**src/rtl/dmem_port_arbiter.sv**
```systemverilog
// Arbitrates the single-port data RAM between the CPU load/store stage (port 0)
// and the debug/loader master (port 1), with starvation escape and DBG lock bursts.
//
// state    | meaning
// CPU_PRI  | CPU wins contention; DBG served when CPU idle, starve_cnt tracks denials
// DBG_PRI  | DBG was starved MAX_WAIT cycles; DBG wins this cycle if still requesting
// DBG_LOCK | DBG owns the RAM exclusively; CPU stalls until dbg_lock drops
module dmem_port_arbiter #(
   parameter int ADDR_W   = 6,
   parameter int DATA_W   = 32,
   parameter int MAX_WAIT = 4
) (
   input  logic              clk,
   input  logic              rst,
   input  logic              cpu_req,
   input  logic              cpu_we,
   input  logic [ADDR_W-1:0] cpu_addr,
   input  logic [DATA_W-1:0] cpu_wdata,
   output logic              cpu_gnt,
   output logic              cpu_rvalid,
   output logic [DATA_W-1:0] cpu_rdata,
   output logic              cpu_stall,
   input  logic              dbg_req,
   input  logic              dbg_we,
   input  logic [ADDR_W-1:0] dbg_addr,
   input  logic [DATA_W-1:0] dbg_wdata,
   input  logic              dbg_lock,
   output logic              dbg_gnt,
   output logic              dbg_rvalid,
   output logic [DATA_W-1:0] dbg_rdata,
   output logic              ram_en,
   output logic              ram_we,
   output logic [ADDR_W-1:0] ram_addr,
   output logic [DATA_W-1:0] ram_wdata,
   input  logic [DATA_W-1:0] ram_rdata
);

   localparam int CNT_W = $clog2(MAX_WAIT + 1);
   localparam logic [CNT_W-1:0] CNT_MAX = CNT_W'(MAX_WAIT);

   typedef enum logic [1:0] {
      CPU_PRI  = 2'd0,
      DBG_PRI  = 2'd1,
      DBG_LOCK = 2'd2
   } state_t;

   state_t           state;
   logic [CNT_W-1:0] starve_cnt;
   logic [CNT_W-1:0] starve_nxt;
   logic             cpu_rd_q;
   logic             dbg_rd_q;

   // Grants are suppressed while rst is high so nothing reaches the RAM during reset.
   always_comb begin
      cpu_gnt = 1'b0;
      dbg_gnt = 1'b0;
      if (!rst) begin
         case (state)
            CPU_PRI: begin
               cpu_gnt = cpu_req;
               dbg_gnt = dbg_req & ~cpu_req;
            end
            DBG_PRI: begin
               dbg_gnt = dbg_req;
               cpu_gnt = cpu_req & ~dbg_req;
            end
            DBG_LOCK: dbg_gnt = dbg_req;
            default: ;
         endcase
      end
   end

   always_comb begin
      starve_nxt = starve_cnt;
      if (dbg_gnt || !dbg_req)
         starve_nxt = '0;
      else if (state == CPU_PRI && starve_cnt != CNT_MAX)
         starve_nxt = starve_cnt + 1'b1;
   end

   always_ff @(posedge clk) begin
      if (rst) begin
         state      <= CPU_PRI;
         starve_cnt <= '0;
         cpu_rd_q   <= 1'b0;
         dbg_rd_q   <= 1'b0;
      end else begin
         cpu_rd_q   <= cpu_gnt & ~cpu_we;
         dbg_rd_q   <= dbg_gnt & ~dbg_we;
         starve_cnt <= starve_nxt;
         case (state)
            CPU_PRI: begin
               if (dbg_gnt && dbg_lock)
                  state <= DBG_LOCK;
               else if (starve_nxt == CNT_MAX)
                  state <= DBG_PRI;
            end
            DBG_PRI: begin
               if (dbg_gnt && dbg_lock)
                  state <= DBG_LOCK;
               else
                  state <= CPU_PRI;
            end
            DBG_LOCK: begin
               if (!dbg_lock)
                  state <= CPU_PRI;
            end
            default: state <= CPU_PRI;
         endcase
      end
   end

   // rvalid is masked by rst so a read in flight when reset hits never surfaces.
   assign cpu_rvalid = cpu_rd_q & ~rst;
   assign dbg_rvalid = dbg_rd_q & ~rst;
   assign cpu_rdata  = cpu_rvalid ? ram_rdata : '0;
   assign dbg_rdata  = dbg_rvalid ? ram_rdata : '0;
   assign cpu_stall  = cpu_req & ~cpu_gnt;

   assign ram_en    = cpu_gnt | dbg_gnt;
   assign ram_we    = cpu_gnt ? cpu_we : (dbg_gnt & dbg_we);
   assign ram_addr  = dbg_gnt ? dbg_addr : cpu_addr;
   assign ram_wdata = dbg_gnt ? dbg_wdata : cpu_wdata;

endmodule

```
**config.mk**
```make
export PLATFORM = sky130hd
export DESIGN_NAME = dmem_port_arbiter
export DESIGN_NICKNAME = d
export VERILOG_FILES = /design/src/rtl/dmem_port_arbiter.sv
export SDC_FILE = /design/constraint.sdc
export NUM_CORES = 1
export LEC_CHECK = 0
export BUFFER_PORTS_ARGS = -buffer_cell sky130_fd_sc_hd__buf_2
export CORE_AREA = 3 3 85 87
export DETAILED_ROUTE_END_ITERATION = 6
export DIE_AREA = 0 0 88 90
export GPL_ROUTABILITY_DRIVEN = 0
export PLACE_DENSITY = 0.64
export SETUP_SLACK_MARGIN = 0.05
export SLEW_MARGIN = 10
export SYNTH_ARGS = -nofsm -noshare
export SYNTH_HDL_FRONTEND = slang
export SYNTH_SLANG_ARGS = --single-unit
```
**constraint.sdc**
```tcl
create_clock -name clk -period 1.7 [get_ports clk]
set_input_delay 0.34 -clock clk [delete_from_list [all_inputs] [get_ports clk]]
set_output_delay 0.34 -clock clk [all_outputs]
set_load 0.005 [all_outputs]
```
==> results of run 1 <==
[layout by cell type (no fill, tap or decap), drive strengths merged]
| master | Yosys | routed |
|---|---|---|
| a211o | 1 | 1 |
| a21boi | 1 | 1 |
| a21oi | 3 | 3 |
| a22oi | 1 | 1 |
| a311oi | 1 | 1 |
| a31oi | 2 | 2 |
| and2 | 66 | 66 |
| and3 | 1 | 1 |
| buf | 9 | 245 |
| clkbuf | 6 | 7 |
| dfxtp | 7 | 7 |
| ha | 6 | 6 |
| inv | 8 | 8 |
| mux2 | 2 | 2 |
| nand2 | 117 | 117 |
| nand2b | 1 | 1 |
| nand3 | 1 | 1 |
| nand3b | 1 | 1 |
| nor2 | 9 | 9 |
| nor2b | 6 | 6 |
| o211ai | 1 | 1 |
| o21ai | 1 | 1 |
| o31ai | 1 | 1 |
| o32ai | 1 | 1 |
| or3b | 1 | 1 |
| xnor2 | 1 | 1 |
[layout make-up]
type | instances | area share (%)
Clock buffer | 4 | 1.460
Tap cell | 77 | 3.122
Timing Repair Buffer | 248 | 47.32
Multi-Input combinational cell | 225 | 42.17
Sequential cell | 7 | 4.785
Inverter | 8 | 1.135
[layer usage]
layer | global-route usage [%] | vias up
li1 | - | 1255
met1 | 15.34 | 1028
met2 | 32.66 | 138
met3 | 2.742 | 4
met4 | 4.604 | 0
met5 | 0 | -
[stage by stage]
stage	area, um2	TNS [ns]	hold slack [ns]
finish	3085	-12.82	0.2732
global route	3085	-15.82	0.2734
CTS	2877	-13.73	0.2760
detailed placement	2759	-4.218	0.5227
global placement	2759	-2.443	0.5200
floorplan	1444	-0.6416	0.4047
[flip-flops by register name (all words and copies together) (netlist names)]
register and flops:
starve_cnt 3, state 2, cpu_rd_q 1, dbg_rd_q 1
[power by group through the flow]
| stage | clock (W) | combinational, W | sequential (W) |
|---|---|---|---|
| after floorplan | 0 | 0.000196 | 0.000179 |
| after global placement | 0 | 0.000495 | 0.000178 |
| after detailed placement | 0 | 0.000501 | 0.000178 |
| after CTS | 0.000253 | 0.000517 | 0.000174 |
| after global routing | 0.000268 | 0.000623 | 0.000173 |
| final | 0.000249 | 0.000565 | 0.000172 |
[worst register-to-register path: cells and delay by family (launching register included)]
family / cells / cell delay, ns
fa+ha+maj: 1 / 0.15
buf+inv: 4 / 0.44
simple gates: 1 / 0.13
flops: 1 / 0.37
compound gates: 3 / 0.54
[how the worst max path moves through the flow]
stage                     cells past startpoint  slack (ns)             to
final                                         8       -0.36         ram_we
after global routing                          9       -0.42  ram_wdata[31]
after CTS                                     8       -0.37         ram_we
after detailed placement                      8       -0.17         ram_we
after global placement                        9       -0.12   ram_wdata[5]
after floorplan                               8       -0.11         ram_we
[cell families (layout without fill, tap and decap cells)]
group / after synthesis / after routing / share of synthesized area (%)
flip-flops: 7 / 7 / 9.876
multiplexers: 2 / 2 / 1.587
adder cells (fa/ha/maj): 6 / 6 / 5.291
XOR/XNOR: 1 / 1 / 0.6174
AND/OR/NAND/NOR: 203 / 203 / 67.99
buffers and inverters: 23 / 260 / 7.230
AO/OA/AOI/OAI: 13 / 13 / 7.407
[what timing repair did]
action                                 CTS  global route
gates cloned                             0             5
pin swaps                                3            25
resized for setup                       11            36
setup buffers                            4             1
endpoints found under the hold margin    0             0
setup endpoints to repair               46            59
==> flow_metrics.env, run 1 <==
export IMPL_placeable_core_area_um2=6422
export IMPL_boundaryPins=224
export IMPL_reg2reg_from="state[0]"
export IMPL_depth_of_the_worst_register_to_register_path=9
export IMPL_r2r_end="state[1]"
export IMPL_timing_critical_path_arrival_ns=1.72
export IMPL_unrepaired_setup_endpoints_after_global_routing="yes"
export IMPL_timing_hold_worst_endpoint="dbg_rd_q"
export IMPL_fin_total_pwr_w=0.0009857
export IMPL_peakVddDrop_v=0.0001891
export IMPL_worst_ep_required_time_ns=1.36
export IMPL_hold_viol_final=0
export IMPL_number_of_nets_still_failing_antenna_checks_after_routing=0
export IMPL_worst_setup_path_start_kind="register"
export IMPL_swShare_pct=34.69
export IMPL_p_per_area_nw_per_um2=319.5
export IMPL_post_dp_hpwl_um=5956
export IMPL_post_route_drc_count=0
export IMPL_yosys_cell_count_top_type="nand2_1"
export IMPL_cp_cell_sequence="inv_4 > ha_4 > nor2b_4 > o211ai_4 > inv_2 > and2_0 > mux2_4 > buf_6"
export IMPL_sequential_fraction_of_the_synthesis_area_pct=9.877
export IMPL_comb_power_share_pct=57.3
export IMPL_intPower_w=0.0006438
export IMPL_fill_cells=657
export IMPL_cap_violations=0
export IMPL_grt_antenna_before_repair=0
export IMPL_route_met3_wl_um=673
export IMPL_drt_wl_total_um=7177
export IMPL_end_kind="output pin"
export IMPL_gr_usage_all_layers_pct=15.93
export IMPL_ys_ff_latch=7
export IMPL_cts_tree="done"
export IMPL_power_sequential_fraction_pct=17.5
export IMPL_cts_sinks=7
export IMPL_dpl_worst_slack_ns=-0.1660
export IMPL_highest_routed_metal_layer="met4"
export IMPL_floorplan_die_area_um2=7920
export IMPL_fp_row_count=29
export IMPL_outcome="finished with violations"
export IMPL_cts_hold_buffers_added=0
export IMPL_post_route_cells_drive_above_1_share_pct=58.54
export IMPL_cts_root_to_sink_buffers=2
export IMPL_path_buf_inv=3
export IMPL_power_static_leakage_nw=1.972
export IMPL_antennaDiodeCount=0
export IMPL_path_clk_slew_ns=0.04
export IMPL_synth_cell_area_um2=1419
export IMPL_clock_power_share_pct=25.2
export IMPL_finalMaxSlewViolations=0
export IMPL_synth_edf_count=0
export IMPL_grt_max_degree=35
export IMPL_violations_in_the_final_reports="setup timing"
export IMPL_postLayoutSetupSlackWorst_ns=-0.3647
export IMPL_utilization_pct=48.04
export IMPL_yosysTopAreaCellShare_pct=30.95
export IMPL_crit_fanout=4
export IMPL_crit_start="state[0]"
export IMPL_m1WireLength_um=2516
export IMPL_seq_area_um2=147.6
export IMPL_synth_top_cells_by_count="117 x nand2_1, 65 x and2_1, 9 x nor2_1"
export IMPL_hold_path_startpoint="dbg_we"
export IMPL_routedWlPerCell_um=12.61
export IMPL_timing_final_crit_share_pct=121.5
export IMPL_syn2layout_area_growth_pct=117.5
export IMPL_finalWorstPathRequiredPeriod_ns=2.065
export IMPL_vias_per_cell=4.262
export IMPL_yosys_top_cells_area="nand2_1 31%, and2_1 29%, dfxtp_1 9.9%, ha_1 5.3%, buf_2 2.5%"
export IMPL_syn_num_nets=376
export IMPL_final_nets=614
export IMPL_relative_slew_slack_pct=69.68
export IMPL_route_vias_total=2425
export IMPL_ys_async_sr_fraction_pct=0
export IMPL_met2_routed_wirelength_um=3919
export IMPL_finalNonFillerCells=569
export IMPL_syn_avg_cell_area_um2=5.564
export IMPL_die_width_um=88
export IMPL_cp_top_family="flip-flops"
export IMPL_top_reg_cell_synth="dfxtp_1"
export IMPL_tightest_slew_ns=0.4509
export IMPL_die_y_um=90
export IMPL_fmaxAchievable_mhz=484.3
export IMPL_clk_root_buffer_cell="clkbuf_8"
export IMPL_timing_final_setup_violations=44
export IMPL_placed_cells=556
export IMPL_floorplan_initialDensity_pct=22.09
export IMPL_cts_inserted_buffers=3
export IMPL_final_clock_skew_ns=0.003246
export IMPL_number_of_drc_markers_after_the_initial_detailed_route_iteration=45
export IMPL_hold_path_class="input port to register"
export IMPL_first_global_vias=2196
export IMPL_yosysWarningCount=0
export IMPL_drtPass1Iterations=4
export IMPL_path_class="register to output pin"
export IMPL_grt_overflow=0
export IMPL_synth_area_leader_cell="nand2_1"
export IMPL_regToRegSetupSlack_ns=-0.03
export IMPL_power_net_switching_w=0.0003419
export IMPL_critical_path_max_stage_delay_ns=0.37
export IMPL_netlist_cell_type_count=30
export IMPL_synthCells=255
export IMPL_min_delay_path_depth=2
export IMPL_insertion_delay_ns=0.24
export IMPL_grt_pass1_wl_um=10230
export IMPL_io_buffer_count=223
export IMPL_critical_path_slowest_cell="dfxtp_4"
export IMPL_clock_tree_htree_level_count=1
export IMPL_multi_input_comb_area_um2=1301
Note: power is estimated with default switching activity, not from simulation.
==> inputs of run 2 (changes only) <==
--- a/config.mk
+++ b/config.mk
@@ -11,6 +11,7 @@
 export DIE_AREA = 0 0 88 90
 export GPL_ROUTABILITY_DRIVEN = 0
 export PLACE_DENSITY = 0.64
+export REMOVE_ABC_BUFFERS = 1
 export SETUP_SLACK_MARGIN = 0.05
 export SLEW_MARGIN = 10
 export SYNTH_ARGS = -nofsm -noshare
==> run 2 against run 1 <==
  * The run still ends with setup timing left
  * Routed wire length shrank 0.98%
  * Worst setup slack got worse by 0.015 ns
  * Global-route usage up 0.83 points
  * Via count is 0.95% higher
  * First-iteration DRC count grew 22%
  * Power fell by 4.3%
  * Clock power fell by 5%
  * Hold slack better by 0.0057 ns
  * Die area stayed put
  * Sequential power barely moved
==> flow_metrics.env, run 2 (synthesis results as in run 1) <==
export IMPL_die_width_um=88
export IMPL_tightest_slew_ns=0.2612
export IMPL_antennaDiodeCount=0
export IMPL_drt_wl_total_um=7107
export IMPL_layout_cell_area_non_filler_um2=2957
export IMPL_placed_cells=556
export IMPL_finalWorstPathRequiredPeriod_ns=2.079
export IMPL_fin_total_pwr_w=0.0009432
export IMPL_cap_violations=0
export IMPL_reg_top3="starve_cnt: 3 flops, state: 2 flops"
export IMPL_critical_path_top_cell_by_count="inv_4"
export IMPL_hold_path_class="input port to register"
export IMPL_cts_root_to_sink_buffers=2
export IMPL_cts_sinks=7
export IMPL_path_clk_slew_ns=0.04
export IMPL_final_nets=613
export IMPL_io_buffer_count=223
export IMPL_number_of_drc_markers_after_the_initial_detailed_route_iteration=55
export IMPL_cp_cell_sequence="inv_4 > ha_4 > nor2b_4 > o211ai_4 > inv_4 > and2_1 > mux2_4 > buf_6"
export IMPL_finalMaxSlewViolations=0
export IMPL_clk_root_buffer_cell="clkbuf_8"
export IMPL_post_route_cells_drive_above_1_share_pct=54.99
export IMPL_boundaryPins=224
export IMPL_cp_top_family="flip-flops"
export IMPL_timing_final_crit_share_pct=122.3
export IMPL_worst_ep_required_time_ns=1.36
export IMPL_unrepaired_setup_endpoints_after_global_routing="yes"
export IMPL_critical_path_slowest_cell="dfxtp_4"
export IMPL_fp_row_count=29
export IMPL_post_route_drc_count=0
export IMPL_power_static_leakage_nw=1.935
export IMPL_floorplan_initialDensity_pct=22.09
export IMPL_clock_tree_htree_level_count=1
export IMPL_placeable_core_area_um2=6422
export IMPL_relative_slew_slack_pct=82.47
export IMPL_hold_viol_final=0
export IMPL_finalNonFillerCells=568
export IMPL_fmaxAchievable_mhz=480.9
export IMPL_grt_overflow=0
export IMPL_routedWlPerCell_um=12.51
export IMPL_p_per_area_nw_per_um2=319.0
export IMPL_fin_hold_ws_ns=0.2789
export IMPL_cts_tree="done"
export IMPL_grt_antenna_before_repair=0
export IMPL_worst_setup_path_start_kind="register"
export IMPL_final_clock_skew_ns=0.0002860
export IMPL_postLayoutSetupSlackWorst_ns=-0.3794
export IMPL_post_dp_hpwl_um=5950
export IMPL_path_class="register to output pin"
export IMPL_grt_max_degree=34
export IMPL_route_vias_total=2448
export IMPL_violations_in_the_final_reports="setup timing"
export IMPL_cts_inserted_buffers=3
export IMPL_timing_final_setup_violations=44
export IMPL_floorplan_die_area_um2=7920
export IMPL_syn2layout_area_growth_pct=108.4
export IMPL_first_global_vias=2229
export IMPL_top_register="starve_cnt"
export IMPL_die_y_um=90
export IMPL_path_buf_inv=3
export IMPL_peakVddDrop_v=0.0002244
export IMPL_layout_commonest_cell="buf_2"
export IMPL_end_kind="output pin"
export IMPL_crit_fanout=4
export IMPL_placement_cell_area_um2=2716
export IMPL_outcome="finished with violations"
export IMPL_critical_path_max_stage_delay_ns=0.37
export IMPL_most_frequent_cells_in_the_layout="220 x buf_2, 117 x nand2_1, 65 x and2_1, 16 x buf_4, 8 x nor2_1"
export IMPL_drtPass1Iterations=4
export IMPL_largest_register_ffs=3
export IMPL_grt_pass1_wl_um=10740
export IMPL_gr_usage_all_layers_pct=16.76
export IMPL_insertion_delay_ns=0.23
export IMPL_number_of_nets_still_failing_antenna_checks_after_routing=0
export IMPL_timing_critical_path_arrival_ns=1.74
export IMPL_vias_per_cell=4.310
export IMPL_tns_ns=-13.39
-- run 2: repair_timing --
item                                    CTS  global route
gates cloned                              0             1
hold endpoints to repair                  0             0
endpoints found under the setup margin   45            73
resized for setup                        23             9
pin swaps                                 6             3
hold buffers                              0             0
setup buffers                             6             1
-- run 2: power by group --
group / switching (W) / internal, W
sequential: 0.00000363 / 0.000170
combinational: 0.000239 / 0.000294
clock: 0.0000773 / 0.000159
total: 0.000320 / 0.000623
-- run 2: worst paths after layout --
path	depth (start not counted)	end	slack, ns	from
hold / removal	2	dbg_rd_q	0.28	dbg_we
setup / recovery	8	ram_we	-0.38	state[0]
hold reg to reg	3	starve_cnt[0]	0.63	starve_cnt[0]
setup reg to reg	9	state[1]	-0.09	state[0]
-- run 2: area by class of cell --
type | instances | area (um2)
fillers | 679 | 3466
repair buffers | 247 | 1394
multi-input cells | 225 | 1237
flip-flops and latches | 7 | 145.1
well taps | 77 | 96.34
clock buffers | 3 | 41.29
inverters | 8 | 37.54
clock inverters | 1 | 5.005
-- run 2: metal layers --
metal,global-route usage (%),wire length [um],vias up
li1,-,-,1251
met1,17.11,2381,1041
met2,31.47,3806,141
met3,4.570,755,15
met4,6.138,163,0
met5,0,0,-
-- run 2: worst reg2reg max path, stage by stage (launching register included) --
cell       delay [ns]
dfxtp_4          0.37
inv_4            0.04
ha_4             0.15
nor2b_4          0.13
o211ai_4         0.20
inv_4            0.09
clkbuf_16        0.18
buf_6            0.12
a211o_1          0.29
o32ai_2          0.12
-- run 2: stage by stage --
step | setup WS (ns) | utilization [%]
after floorplan | -1.418 | -
after global placement | -0.2276 | 42.30
after detailed placement | -0.2677 | 42.30
after CTS | -0.3838 | 45.04
after global routing | -0.4470 | 46.04
final | -0.3794 | 46.04
==> inputs of run 3 (changes only) <==
--- a/config.mk
+++ b/config.mk
@@ -13,7 +13,8 @@
 export PLACE_DENSITY = 0.64
 export REMOVE_ABC_BUFFERS = 1
 export SETUP_SLACK_MARGIN = 0.05
-export SLEW_MARGIN = 10
+export SLEW_MARGIN = 15
 export SYNTH_ARGS = -nofsm -noshare
 export SYNTH_HDL_FRONTEND = slang
 export SYNTH_SLANG_ARGS = --single-unit
+export TNS_END_PERCENT = 10
==> constraint.sdc (replaced) <==
create_clock -name clk -period 1.7 [get_ports clk]
set_input_delay 0.51 -clock clk [delete_from_list [all_inputs] [get_ports clk]]
set_output_delay 0.51 -clock clk [all_outputs]
set_load 0.005 [all_outputs]
==> run 3 against run 2 <==
  * Register-to-register slack improved by 0.08 ns
  * First-iteration DRC count rose by 9.1%
  * The flow still finishes with violations (setup timing)
  * Power rose by 3.6%
  * Sequential share of layout area fell by 0.33 points
  * Non-clock buffer count rose by 2
  * Highest routed layer unchanged
  * Clock skew rose by 0.0047 ns
  * Critical endpoint unchanged
  * Global-route usage fell by 0.93 points
  * Hold slack improved by 0.18 ns
  * Clock-buffer cell count rose by 1
==> flow_metrics.env, run 3 (synthesis results as in run 1) <==
export IMPL_outcome="finished with violations"
export IMPL_violations_in_the_final_reports="setup timing"
export IMPL_power_net_switching_w=0.0003255
export IMPL_critical_path_max_stage_delay_ns=0.40
export IMPL_final_nets=615
export IMPL_drt_wl_total_um=7161
export IMPL_power_static_leakage_nw=1.987
export IMPL_intPower_w=0.0006517
export IMPL_reg_top3="starve_cnt: 3 flops, state: 2 flops"
export IMPL_postLayoutSetupSlackWorst_ns=-0.5369
export IMPL_clk_root_buffer_cell="clkbuf_8"
export IMPL_highest_routed_metal_layer="met4"
export IMPL_syn2layout_area_growth_pct=119.3
export IMPL_largest_register_ffs=3
export IMPL_post_dp_hpwl_um=5995
export IMPL_route_met3_wl_um=774
export IMPL_power_sequential_fraction_pct=17.9
export IMPL_worst_setup_path_start_kind="register"
export IMPL_finalMaxSlewViolations=0
export IMPL_r2r_end="state[1]"
export IMPL_fp_row_count=29
export IMPL_post_route_cells_drive_above_1_share_pct=58.82
export IMPL_die_width_um=88
export IMPL_placed_cells=559
export IMPL_swShare_pct=33.31
export IMPL_peakVddDrop_v=0.0002389
export IMPL_vias_per_cell=4.261
export IMPL_grt_max_degree=34
export IMPL_cts_root_to_sink_buffers=2
export IMPL_cp_cell_sequence="inv_2 > ha_4 > buf_4 > a21oi_1 > or3b_4 > mux2_4 > buf_6"
export IMPL_regToRegSetupSlack_ns=-0.01
export IMPL_fmaxAchievable_mhz=447.1
export IMPL_tns_ns=-24.65
export IMPL_final_clock_skew_ns=0.005016
export IMPL_grt_overflow=0
export IMPL_die_y_um=90
export IMPL_relative_slew_slack_pct=74.76
export IMPL_worst_ep_required_time_ns=1.19
export IMPL_m1WireLength_um=2371
export IMPL_number_of_nets_still_failing_antenna_checks_after_routing=0
export IMPL_io_buffer_count=223
export IMPL_routedWlPerCell_um=12.56
export IMPL_critical_path_slowest_cell="or3b_4"
export IMPL_post_route_drc_count=0
export IMPL_boundaryPins=224
export IMPL_unrepaired_setup_endpoints_after_global_routing="yes"
export IMPL_layout_commonest_cell="buf_2"
export IMPL_path_clk_slew_ns=0.04
export IMPL_grt_pass1_wl_um=10210
export IMPL_route_vias_total=2429
export IMPL_finalNonFillerCells=570
export IMPL_floorplan_die_area_um2=7920
export IMPL_hold_viol_final=0
export IMPL_met2_routed_wirelength_um=3845
export IMPL_first_global_vias=2168
export IMPL_floorplan_initialDensity_pct=22.09
export IMPL_reg2reg_from="state[0]"
export IMPL_layout_cell_area_non_filler_um2=3112
export IMPL_grt_antenna_before_repair=0
export IMPL_placement_cell_area_um2=2764
export IMPL_drtPass1Iterations=4
export IMPL_fill_cells=648
export IMPL_timing_final_setup_violations=109
export IMPL_finalWorstPathRequiredPeriod_ns=2.237
export IMPL_timing_final_crit_share_pct=131.6
export IMPL_end_kind="output pin"
export IMPL_cts_hold_buffers_added=0
export IMPL_antennaDiodeCount=0
export IMPL_depth_of_the_worst_register_to_register_path=8
export IMPL_comb_power_share_pct=58.5
export IMPL_cts_sinks=7
export IMPL_crit_start="state[0]"
export IMPL_clock_power_share_pct=23.6
export IMPL_multi_input_comb_area_um2=1309
export IMPL_insertion_delay_ns=0.23
export IMPL_number_of_drc_markers_after_the_initial_detailed_route_iteration=60
export IMPL_most_frequent_cells_in_the_layout="216 x buf_2, 97 x nand2_1, 63 x and2_1, 15 x nand2_2, 14 x buf_4"
export IMPL_clock_tree_htree_level_count=1
export IMPL_seq_area_um2=142.6
export IMPL_cts_tree="done"
export IMPL_worst_setup_endpoint="ram_we"
export IMPL_path_class="register to output pin"
export IMPL_cap_violations=0
export IMPL_timing_critical_path_arrival_ns=1.73
export IMPL_p_per_area_nw_per_um2=314.0
export IMPL_top_register="starve_cnt"
export IMPL_tightest_slew_ns=0.3754
export IMPL_gr_usage_all_layers_pct=15.84
export IMPL_crit_fanout=4
export IMPL_cts_inserted_buffers=3
export IMPL_placeable_core_area_um2=6422
export IMPL_hold_path_class="input port to register"
[run 3: cell types whose count changed in the layout (fill, tap and decap cells not counted), sizes merged]
cell,delta
clkinv,-1
clkbuf,+3
[run 3: worst min-delay path by stage]
stage / from / to / cells after the start
final: dbg_we / dbg_rd_q / 2
after global routing: dbg_we / dbg_rd_q / 2
after CTS: dbg_we / dbg_rd_q / 2
after detailed placement: starve_cnt[0] / starve_cnt[0] / 3
after global placement: starve_cnt[0] / starve_cnt[0] / 3
after floorplan: state[0] / state[0] / 2
[run 3: final cells by class]
type,count,share of cell area (%)
tap,77,3.096
multi-input combinational,225,42.06
clock buffer,4,1.448
timing repair buffer,249,47.85
sequential,7,4.584
inverter,8,0.9650
[run 3: metrics by stage]
| stage | setup slack [ns] | power (W) | utilization [%] | hold slack, ns |
|---|---|---|---|---|
| final | -0.5369 | 0.0009772 | 48.45 | 0.4553 |
| after global routing | -0.6008 | 0.001053 | 48.45 | 0.4628 |
| after CTS | -0.5223 | 0.0009358 | 44.89 | 0.4481 |
| after detailed placement | -0.4427 | 0.0006789 | 43.04 | 0.6062 |
| after global placement | -0.4301 | 0.0006713 | 43.04 | 0.6073 |
| after floorplan | -1.588 | 0.0003579 | - | 0.5002 |
[run 3: layer usage]
layer | GRT usage [%] | up-vias
li1 | - | 1250
met3 | 4.205 | 14
met5 | 0 | -
met4 | 5.243 | 0
met1 | 15.67 | 1025
met2 | 30.65 | 140
[run 3: power groups by stage]
stage,sequential (W),combinational [W],clock (W)
global route,0.000175,0.000630,0.000247
CTS,0.000175,0.000520,0.000241
finish,0.000175,0.000572,0.000231
global placement,0.000177,0.000495,0
detailed placement,0.000177,0.000502,0
floorplan,0.000178,0.000180,0
[run 3: critical path: cells and delay by family (launching register included)]
family	cells	cell delay (ns)
AND/OR/NAND/NOR	1	0.40
flip-flops	1	0.33
multiplexers	1	0.31
buffers and inverters	3	0.30
adder cells (fa/ha/maj)	1	0.13
AO/OA/AOI/OAI	1	0.03
[run 3: what timing repair did]
item	in CTS	in global routing
gates cloned	0	4
pin swaps	22	34
setup endpoints to repair	111	112
setup buffers	1	2
resized for setup	21	34
